<file path="src/rtl/m5_pkg.sv">
// Shared types for the m5 AR-snoop queue: the captured AR sample entry
// and the drain-side FSM state encoding.
package m5_pkg;

  localparam int M5_PAGE_SHIFT = 12;

  // One AR-channel sample as pushed by the capture side (36 bits).
  typedef struct packed {
    logic [33:0] araddr;
    logic        arvalid;
    logic        arready;
  } queue_struct_t;

  typedef enum logic [1:0] {
    S_IDLE = 2'd0,
    S_WAIT = 2'd1,
    S_OUT  = 2'd2
  } m5_drain_state_t;

endpackage

</file>
<file path="src/rtl/m5_coalesce_window.sv">
// Remembers the most recently emitted page and keeps it suppressed for a
// fixed number of cycles after each emit.
module m5_coalesce_window #(
  parameter int PG_W   = 22,
  parameter int WINDOW = 64,
  parameter int WIN_W  = 7
) (
  input  logic            clk,
  input  logic            rst_n,
  input  logic            flush,
  input  logic            load,
  input  logic [PG_W-1:0] page,
  output logic            suppress
);

  logic [PG_W-1:0]  last_page;
  logic             last_valid;
  logic [WIN_W-1:0] win_cnt;

  assign suppress = last_valid && (last_page == page) && (win_cnt != '0);

  // A load beats a same-cycle flush so the new page becomes history.
  always_ff @(posedge clk or negedge rst_n) begin
    if (!rst_n) begin
      last_page  <= '0;
      last_valid <= 1'b0;
      win_cnt    <= '0;
    end else if (load) begin
      last_page  <= page;
      last_valid <= 1'b1;
      win_cnt    <= WIN_W'(WINDOW);
    end else if (flush) begin
      last_valid <= 1'b0;
      win_cnt    <= '0;
    end else if (win_cnt != '0) begin
      win_cnt <= win_cnt - 1'b1;
    end
  end

endmodule

</file>
<file path="src/rtl/m5_ar_queue_drain.sv">
// Pops AR-snoop entries, drops non-handshake samples and recently seen
// pages, and streams page numbers to the hot-page tracker.
module m5_ar_queue_drain
  import m5_pkg::*;
#(
  parameter int PAGE_SHIFT      = M5_PAGE_SHIFT,
  parameter int COALESCE_WINDOW = 64,
  parameter int CNT_W           = 32
) (
  input  logic                   axi4_mm_clk,
  input  logic                   axi4_mm_rst_n,
  input  logic                   q_empty,
  output logic                   q_rdreq,
  input  logic [35:0]            q_data,
  input  logic                   flush,
  output logic                   pg_valid,
  output logic [33-PAGE_SHIFT:0] pg_addr,
  input  logic                   pg_ready,
  output logic [CNT_W-1:0]       emit_cnt,
  output logic [CNT_W-1:0]       coal_cnt,
  output logic [CNT_W-1:0]       nohs_cnt,
  output logic [1:0]             fsm_state
);

  localparam int PG_W  = 34 - PAGE_SHIFT;
  localparam int WIN_W = (COALESCE_WINDOW > 0) ? $clog2(COALESCE_WINDOW + 1) : 1;

  // Stream handshake: pg_addr is held stable while pg_valid is high and
  // pg_ready is low; a transfer happens on any edge with both high.

  m5_drain_state_t state, state_nxt;
  queue_struct_t   entry;
  logic            hs;
  logic [PG_W-1:0] cand;
  logic            suppress;
  logic            load;
  logic            accept;
  logic            rdreq_raw;
  logic            unused_offset;

  assign entry         = q_data;
  assign hs            = entry.arvalid & entry.arready;
  assign cand          = entry.araddr[33:PAGE_SHIFT];
  assign unused_offset = ^entry.araddr[PAGE_SHIFT-1:0];
  assign load          = (state == S_WAIT) && hs && !suppress;
  assign accept        = (state == S_OUT) && pg_ready;
  assign fsm_state     = state;

  m5_coalesce_window #(
    .PG_W   (PG_W),
    .WINDOW (COALESCE_WINDOW),
    .WIN_W  (WIN_W)
  ) u_window (
    .clk      (axi4_mm_clk),
    .rst_n    (axi4_mm_rst_n),
    .flush    (flush),
    .load     (load),
    .page     (cand),
    .suppress (suppress)
  );

  always_comb begin
    state_nxt = state;
    rdreq_raw = 1'b0;
    case (state)
      S_IDLE: begin
        if (!q_empty) begin
          rdreq_raw = 1'b1;
          state_nxt = S_WAIT;
        end
      end
      S_WAIT: state_nxt = load ? S_OUT : S_IDLE;
      S_OUT: begin
        if (pg_ready) begin
          if (!q_empty) begin
            rdreq_raw = 1'b1;
            state_nxt = S_WAIT;
          end else begin
            state_nxt = S_IDLE;
          end
        end
      end
      default: state_nxt = S_IDLE;
    endcase
  end

  // No pop may be issued while reset is held, whatever the FIFO reports.
  assign q_rdreq = rdreq_raw & axi4_mm_rst_n;

  always_ff @(posedge axi4_mm_clk or negedge axi4_mm_rst_n) begin
    if (!axi4_mm_rst_n) begin
      state    <= S_IDLE;
      pg_valid <= 1'b0;
      pg_addr  <= '0;
      emit_cnt <= '0;
      coal_cnt <= '0;
      nohs_cnt <= '0;
    end else begin
      state <= state_nxt;
      if (load) begin
        pg_valid <= 1'b1;
        pg_addr  <= cand;
      end else if (accept) begin
        pg_valid <= 1'b0;
      end
      if (accept && (emit_cnt != {CNT_W{1'b1}}))
        emit_cnt <= emit_cnt + 1'b1;
      if ((state == S_WAIT) && hs && suppress && (coal_cnt != {CNT_W{1'b1}}))
        coal_cnt <= coal_cnt + 1'b1;
      if ((state == S_WAIT) && !hs && (nohs_cnt != {CNT_W{1'b1}}))
        nohs_cnt <= nohs_cnt + 1'b1;
    end
  end

endmodule

</file>
<file path="config.mk">
export PLATFORM = sky130hd
export DESIGN_NAME = m5_ar_queue_drain
export DESIGN_NICKNAME = d
export VERILOG_FILES = /design/src/rtl/m5_pkg.sv /design/src/rtl/m5_coalesce_window.sv /design/src/rtl/m5_ar_queue_drain.sv
export SDC_FILE = /design/constraint.sdc
export NUM_CORES = 1
export LEC_CHECK = 0
export BUFFER_PORTS_ARGS = -buffer_cell sky130_fd_sc_hd__clkbuf_2
export CORE_MARGIN = 2
export CORE_UTILIZATION = 35
export CTS_CLUSTER_DIAMETER = 100
export DETAILED_ROUTE_END_ITERATION = 6
export PLACE_DENSITY = 0.64
export SETUP_SLACK_MARGIN = 0.2
export SLEW_MARGIN = 40
export SYNTH_ARGS = -nofsm -noshare
export SYNTH_HDL_FRONTEND = slang
export SYNTH_SLANG_ARGS = --single-unit
</file>
<file path="constraint.sdc">
create_clock -name axi4_mm_clk -period 2.6 [get_ports axi4_mm_clk]
set_input_delay 0.52 -clock axi4_mm_clk [delete_from_list [all_inputs] [get_ports axi4_mm_clk]]
set_output_delay 0.52 -clock axi4_mm_clk [all_outputs]
set_load 0.01 [all_outputs]
</file>
==> impl_metrics.ini, run 1 <==
[place]
pre_cts_slack_ns = 0.149
dpl_hpwl_um = 9830
gp_congestion = 0.778
port_buffers = 150

[power]
share_clk_of_total_power_pct = 41.6
seq_power_share_pct = 41.1
ir_drop_mv = 0.413
switching_fraction_pct = 26.7
power.density_cell_area_nw_per_um2 = 749
p_comb_share_pct = 17.2
fin_total_pwr_mw = 5.94
power_leakage_nw = 3.84
power.internal_mw = 4.35
p_sw_mw = 1.59

[logic_synthesis]
synth_enable_flop_cells = 0
synth_fp_nets = 601
synthArstFlopShare_pct = 100
synth_sequential_area_ratio_pct = 52.2
synth_cells = 556
post_synth_most_frequent_cells = dfrtp_1 (129), xnor2_1 (72), nand2_1 (56), xor2_1 (42), nor2_1 (38)
synth.yosys.warnings = 0
synth_area_um2 = 6180
post_synth_main_area_contributors = dfrtp_1 (52%), xnor2_1 (10%), xor2_1 (6.0%)
postSynthAreaPerCell_um2 = 11.1
synth_top_area_share_pct = 52.2
synth.lib_cells_used.distinct = 45
synth-seq-cells = 129
netlist.top_cell.by_area = dfrtp_1
yosysMostFrequentCell = dfrtp_1
synth-main-ff-cell = dfrtp_1

[worst_setup_path]
rr_startpoint = u_window.win_cnt[0]
cp.arrival_ns = 2.58
critical_path_peak_fanout = 8
required_ns = 2.89
timing.reg2reg.worst_path_depth = 8
worstSetupEndpointType = register
critical_path.reg2reg.endpoint = pg_addr[6]
timing.critical_path.from_type = register
type_of_the_setup_path_with_the_least_slack = reg -> reg
r2r_slack_ns = 0.32

[detailed_routing]
vias = 4666
firstDrtPassIters = 4
ant_nets = 0
detail_route.iter0.violations = 144
drt-vias-per-instance = 4.82
wire_per_inst_um = 13.9
remaining_drc_errors = 0
drt_wl_total_um = 13400

[layout]
layout.nets = 776
antenna_cells = 0
drive_above_1_share_pct = 31.0
relative_area_change_from_synthesis_to_final_layout_pct = 28.3

[global_route]
grt_pass1_wl_um = 22200
grt_antenna_before_repair = 0
gr-usage-all-layers_pct = 15.0
grt_start_max_net_pins = 130
global_route.overflow_total = 0
grt_pass1_vias = 4471

[sta]
timing_hold_violations_final = 0
timing.clock.skew_ns = 0.00876
setup_repair_after_global_routing_missed_its_margin = yes
min_period_over_period_pct = 87.7
timing.final.ws_setup_ns = 0.319
setup_viol = 0
timing.fmax_ghz = 0.438
timing.slew.headroom_pct = 46.9
transition_time_at_the_pin_with_the_least_slew_margin_ns = 0.790
post_route_worst_hold_slack_ns = 0.233
final_max_slew_viol_count = 0
finalSetupTns_ns = 0
final.min_clock_period_ns = 2.28

[clock_tree]
clock_path_buffers = 2
cts_buffers = 17
cts.reportedPaths.clkPinSlew_ns = 0.06
hold_buffers = 0
htree_levels = 4
insertion_delay_ns = 0.41
tritoncts_clock_tree = yes
clock-sinks = 129
clock_tree.root_cell = clkbuf_16

[floorplanning]
io-pin-count = 163
placementRows = 48
die_area_um2 = 18700
placeableCoreArea_um2 = 17300
dieWidth_um = 137
floorplan.initialDensity_pct = 35.7
height_of_the_die_um = 137

[outcome]
outcome = finished, final reports clean

[hold_path]
hold_path_class = in -> async

[flow_run]
cap_viol_max_count = 0
[cells in the final DEF, fill, tap and decap left out, types with 2 or more instances in the layout]
cell type,synthesis,layout
xnor2_1,72,72
dfrtp_1,129,129
buf_12,0,2
nand4b_1,2,2
clkinv_2,0,5
nor3_1,25,25
bufinv_16,0,3
or3_1,2,2
nor4_4,2,2
nor4_1,11,9
mux2_2,21,21
nand4_1,36,36
and2_1,5,5
a21oi_1,3,3
clkbuf_8,0,5
clkinvlp_4,0,2
nor2_1,38,38
clkbuf_16,0,17
xor2_1,42,42
inv_1,12,12
nand3_1,29,28
a21o_1,3,3
nand2b_1,2,2
or4_1,2,2
nor4_2,3,5
nor3_2,2,2
clkbuf_2,0,149
mux2_1,6,6
buf_4,2,10
nand2_1,56,56
ha_1,4,4
and3_1,11,11
and4_1,14,14
nor2b_1,2,2
[cells by family after synthesis]
group | after synthesis | synth area share [%]
AO/OA/AOI/OAI | 12 | 1.76
XOR/XNOR | 114 | 16.2
adder cells (fa/ha/maj) | 4 | 0.810
buffers and inverters | 18 | 1.50
flip-flops | 129 | 52.2
multiplexers | 28 | 5.08
AND/OR/NAND/NOR | 251 | 22.4
[worst max path at each step]
| stage | startpoint | endpoint | cells after the start |
|---|---|---|---|
| floorplan | u_window.win_cnt[0] | pg_addr[10] | 8 |
| detailed placement | q_data[1] | coal_cnt[28] | 7 |
| global route | u_window.win_cnt[0] | pg_addr[21] | 8 |
| CTS | u_window.win_cnt[0] | pg_addr[6] | 8 |
| global placement | q_data[1] | coal_cnt[28] | 7 |
| finish | u_window.win_cnt[0] | pg_addr[6] | 8 |
[stage by stage]
stage                     cells  instance area (um^2)  utilization (%)
after global placement      936                  7280             42.1
after CTS                   968                  7900             45.7
final                       969                  7930             45.8
after global routing        969                  7930             45.8
after detailed placement    936                  7280             42.1
after floorplan             556                  6180                -
[flip-flops by register name (all words and copies together), names as in the netlist]
name	count
coal_cnt	32
emit_cnt	32
nohs_cnt	32
pg_addr	22
u_window.win_cnt	7
fsm_state	2
pg_valid	1
u_window.last_valid	1
[cell type report]
class,count,area [um^2]
fill,1641,9370
sequential,129,3230
multi-input combinational,409,2880
timing repair buffer,162,872
clock buffer,22,494
tap,225,282
clock inverter,10,130
inverter,12,45.0
[critical path, stage by stage (launching register included)]
cell	delay [ns]
dfrtp_1	0.38
inv_1	0.09
ha_1	0.19
or3b_4	0.42
nor4_4	0.22
nor4_2	0.11
a21oi_4	0.21
buf_4	0.21
mux2_2	0.34
[power by group through the flow]
stage | registers [mW] | clock network [mW] | logic [mW]
after floorplan | 2.52 | 0 | 0.564
after global placement | 2.47 | 0 | 1.01
after detailed placement | 2.47 | 0 | 1.02
after CTS | 2.44 | 2.54 | 1.03
after global routing | 2.48 | 2.63 | 1.14
final | 2.44 | 2.47 | 1.02
[routing by layer]
metal | global-route usage (%) | wire, um | up-vias
li1 | - | - | 2323
met1 | 20.6 | 6380 | 2231
met2 | 22.1 | 6100 | 98
met3 | 5.33 | 772 | 14
met4 | 4.93 | 176 | 0
met5 | 0 | 0 | -
[what timing repair did]
item | CTS | global route
resized for setup | 0 | 4
setup endpoints to repair | 0 | 31
buffers inserted | 0 | 1
No activity file was read; power rests on OpenSTA's default activity.
==> run 2: changes to the inputs <==
==> constraint.sdc (replaced) <==
create_clock -name axi4_mm_clk -period 2.6 [get_ports axi4_mm_clk]
set_input_delay 0.39 -clock axi4_mm_clk [delete_from_list [all_inputs] [get_ports axi4_mm_clk]]
set_output_delay 0.39 -clock axi4_mm_clk [all_outputs]
set_load 0.05 [all_outputs]
==> impl_metrics.ini, run 2 (synthesis gave the netlist of run 1 again) <==
[power]
power.density_cell_area_nw_per_um2 = 771
fin_total_pwr_mw = 6.10
power_leakage_nw = 3.79
ir_drop_mv = 0.501

[sta]
timing.final.ws_setup_ns = 0.289
timing.clock.skew_ns = 0.00719
timing.slew.headroom_pct = 53.6
final.min_clock_period_ns = 2.31
timing.fmax_ghz = 0.433
setup_repair_after_global_routing_missed_its_margin = yes
final_max_slew_viol_count = 0
post_route_worst_hold_slack_ns = 0.0930
finalSetupTns_ns = 0
timing_hold_violations_final = 0
transition_time_at_the_pin_with_the_least_slew_margin_ns = 0.697
setup_viol = 0
min_period_over_period_pct = 88.9

[clock_tree]
cts_buffers = 17
insertion_delay_ns = 0.41
cts.reportedPaths.clkPinSlew_ns = 0.06
hold_buffers = 0
tritoncts_clock_tree = yes
htree_levels = 4
clock_path_buffers = 2
clock_tree.root_cell = clkbuf_16
clock-sinks = 129

[detailed_routing]
drt-vias-per-instance = 4.93
firstDrtPassIters = 4
drt_wl_total_um = 14000
vias = 4776
ant_nets = 0
remaining_drc_errors = 0
detail_route.iter0.violations = 177
wire_per_inst_um = 14.4

[layout]
finish.utilization_pct = 45.7
final_common_cell = clkbuf_2
antenna_cells = 0
fillCellCount = 1656
design_area_um2 = 7910
relative_area_change_from_synthesis_to_final_layout_pct = 28.0
drive_above_1_share_pct = 30.9
layout.nets = 778
final_cell_mix = clkbuf_2 (149), dfrtp_1 (129), xnor2_1 (72)
multi_input_comb_area_um2 = 2910
seq_area_um2 = 3230
layout.cells.non_filler = 969
leading_registers_by_flop_count = coal_cnt x32, emit_cnt x32, nohs_cnt x32

[floorplanning]
floorplan.initialDensity_pct = 35.7
height_of_the_die_um = 137
placementRows = 48
io-pin-count = 163
placeableCoreArea_um2 = 17300
die_area_um2 = 18700
dieWidth_um = 137

[global_route]
gr-usage-met2_pct = 23.0
grt_antenna_before_repair = 0
grt_pass1_vias = 4457
gr-usage-all-layers_pct = 15.2
grt_util_met3_pct = 5.59
grt_start_max_net_pins = 130
globalRoute.busiestLayer = met2
global_route.overflow_total = 0
grt_pass1_wl_um = 22300
globalRouteMet1Util_pct = 20.3

[worst_setup_path]
critical_path_peak_fanout = 8
timing.reg2reg.worst_path_depth = 9
cp.arrival_ns = 2.60
worstSetupEndpointType = register
type_of_the_setup_path_with_the_least_slack = reg -> reg
worst_path_max_delay_cell = or3b_4
critical_path.cell_chain = inv_2 > ha_4 > or3b_4 > nor4_4 > nor4_2 > a21oi_4 > buf_12 > buf_6 > mux2_2
timing.critical_path.from_type = register
required_ns = 2.89
cp_slowest_stage_delay_ns = 0.41

[place]
dpl_hpwl_um = 10000
dpl.cell_count = 936
port_buffers = 150
pre_cts_slack_ns = 0.255
gp_congestion = 0.794
detailed_place.area_um2 = 7280

[hold_path]
hold_path_class = in -> async

[outcome]
outcome = finished, final reports clean

[flow_run]
cap_viol_max_count = 0
==> run 2: cell count changes in the layout (fill, tap and decap cells not counted), moves of 2 or more <==
cell / delta
buf_4: -3
buf_6: +2
bufinv_16: -3
clkbuf_1: +4
clkbuf_16: +2
clkbuf_8: -3
==> run 2: repair_timing <==
item | 4_1_cts | 5_1_grt
endpoints found under the setup margin | 0 | 50
gates resized for setup | 0 | 10
setup buffers | 0 | 1
==> run 2: layer usage <==
layer	part of all wire (%)	vias to the layer above
met5	0	-
met4	1.1	0
met3	6.5	15
met1	46	2313
li1	-	2327
met2	46	121
==> run 2: final cells by class <==
type	count	share of cell area, %
Sequential cell	129	40.8
Inverter	12	0.569
Multi-Input combinational cell	409	36.8
Clock buffer	23	5.91
Clock inverter	7	0.474
Tap cell	225	3.56
Timing Repair Buffer	164	11.9
==> run 2: worst paths after layout <==
check / start / to / slack [ns]
min in group axi4_mm_clk: q_empty / fsm_state[0] / 0.16
max: u_window.win_cnt[0] / pg_addr[6] / 0.29
max in group asynchronous: axi4_mm_rst_n / emit_cnt[4] / 1.99
min: axi4_mm_rst_n / pg_addr[21] / 0.09
min reg2reg: u_window.last_valid / u_window.last_valid / 0.48
max reg2reg: u_window.win_cnt[0] / pg_addr[6] / 0.29
==> run 2: power breakdown <==
group / internal, mW / switching [mW]
Sequential: 2.22 / 0.227
Combinational: 0.522 / 1.06
Clock: 1.25 / 0.821
==> run 2: worst max-delay path, delay by kind of cell (launching register included) <==
family | cells | cell delay [ns]
AOI/OAI and AO/OA | 1 | 0.15
buffers and inverters | 3 | 0.38
DFF | 1 | 0.39
muxes | 1 | 0.34
and+or+nand+nor | 3 | 0.80
adders and majority gates | 1 | 0.13
==> run 3: changes to the inputs <==
Settings changed: MAX_ROUTING_LAYER from default to met4, SKIP_CTS_REPAIR_TIMING from default to 1.
==> impl_metrics.ini, run 3 (synthesis gave the netlist of run 1 again) <==
[outcome]
outcome = finished, final reports clean

[layout]
final_cell_mix = clkbuf_2 (149), dfrtp_1 (129), xnor2_1 (72)
design_area_um2 = 7910
drive_above_1_share_pct = 30.9
layout.nets = 778
layout.cells.non_filler = 969
fillCellCount = 1656
relative_area_change_from_synthesis_to_final_layout_pct = 28.0
final_common_cell = clkbuf_2
leading_registers_by_flop_count = coal_cnt x32, emit_cnt x32, nohs_cnt x32
antenna_cells = 0
finish.utilization_pct = 45.7

[worst_setup_path]
timing.critical_path.from_type = register
cp.arrival_ns = 2.60
required_ns = 2.89
type_of_the_setup_path_with_the_least_slack = reg -> reg
critical_path_peak_fanout = 8
worstSetupEndpointType = register

[floorplanning]
floorplan.initialDensity_pct = 35.7
placementRows = 48
placeableCoreArea_um2 = 17300
io-pin-count = 163
dieWidth_um = 137
height_of_the_die_um = 137
die_area_um2 = 18700

[global_route]
grt_util_met3_pct = 5.59
gr-usage-met2_pct = 23.1
grt_pass1_wl_um = 22300
grt_pass1_vias = 4450
globalRouteMet1Util_pct = 20.3
global_route.overflow_total = 0
grt_antenna_before_repair = 0
globalRoute.busiestLayer = met2
gr-usage-all-layers_pct = 15.7
grt_start_max_net_pins = 130

[power]
fin_total_pwr_mw = 6.10
ir_drop_mv = 0.501
power.density_cell_area_nw_per_um2 = 771
power_leakage_nw = 3.79

[detailed_routing]
detail_route.iter0.violations = 179
firstDrtPassIters = 4
vias = 4786
drt-vias-per-instance = 4.94
remaining_drc_errors = 0
drt_wl_total_um = 14000
ant_nets = 0
wire_per_inst_um = 14.5

[sta]
finalSetupTns_ns = 0
post_route_worst_hold_slack_ns = 0.0865
timing_hold_violations_final = 0
final.min_clock_period_ns = 2.31
timing.slew.headroom_pct = 52.7
timing.clock.skew_ns = 0.00708
setup_viol = 0
final_max_slew_viol_count = 0
timing.final.ws_setup_ns = 0.287
transition_time_at_the_pin_with_the_least_slew_margin_ns = 0.710
timing.fmax_ghz = 0.432
setup_repair_after_global_routing_missed_its_margin = yes
min_period_over_period_pct = 89.0

[place]
gp_congestion = 0.805
detailed_place.area_um2 = 7280
port_buffers = 150
dpl_hpwl_um = 10000
dpl.cell_count = 936
pre_cts_slack_ns = 0.255

[clock_tree]
clock-sinks = 129
insertion_delay_ns = 0.41
clock_path_buffers = 2
clock_tree.root_cell = clkbuf_16
cts_buffers = 17
htree_levels = 4
tritoncts_clock_tree = yes
cts.reportedPaths.clkPinSlew_ns = 0.06

[hold_path]
hold_path_class = in -> async

[flow_run]
cap_viol_max_count = 0
[run 3: path summary, 6_finish.rpt]
path | start | to | slack, ns | depth (start not counted)
worst max-delay path | u_window.win_cnt[0] | pg_addr[6] | 0.29 | 9
worst min-delay path | axi4_mm_rst_n | pg_addr[13] | 0.09 | 2
worst max register to register | u_window.win_cnt[0] | pg_addr[6] | 0.29 | 9
worst min register to register | u_window.last_valid | u_window.last_valid | 0.48 | 1
max in group asynchronous | axi4_mm_rst_n | emit_cnt[30] | 1.98 | 2
min in group axi4_mm_clk | q_empty | fsm_state[0] | 0.16 | 2
[run 3: worst max-delay path: stages (launching register included)]
cell and delay [ns]:
dfrtp_1 0.39, inv_2 0.09, ha_4 0.13, or3b_4 0.41, nor4_4 0.30, nor4_2 0.09
a21oi_4 0.15, buf_12 0.15, buf_6 0.14, mux2_2 0.34
[run 3: layout make-up]
class | count | area, um^2 | area share [%]
multi-input combinational | 409 | 2910 | 36.8
clock inverter | 7 | 37.5 | 0.474
sequential | 129 | 3230 | 40.8
inverter | 12 | 45.0 | 0.569
timing repair buffer | 164 | 942 | 11.9
clock buffer | 23 | 468 | 5.91
tap | 225 | 282 | 3.56
[run 3: power breakdown]
group	switching, mW	total [mW]	internal, mW
registers	0.226	2.45	2.22
clock network	0.822	2.07	1.25
logic	1.06	1.59	0.522
[run 3: per-layer routing]
metal,vias to the layer above,routed length [um]
li1,2325,-
met1,2324,6440
met2,121,6510
met3,16,890
met4,0,171
met5,-,0
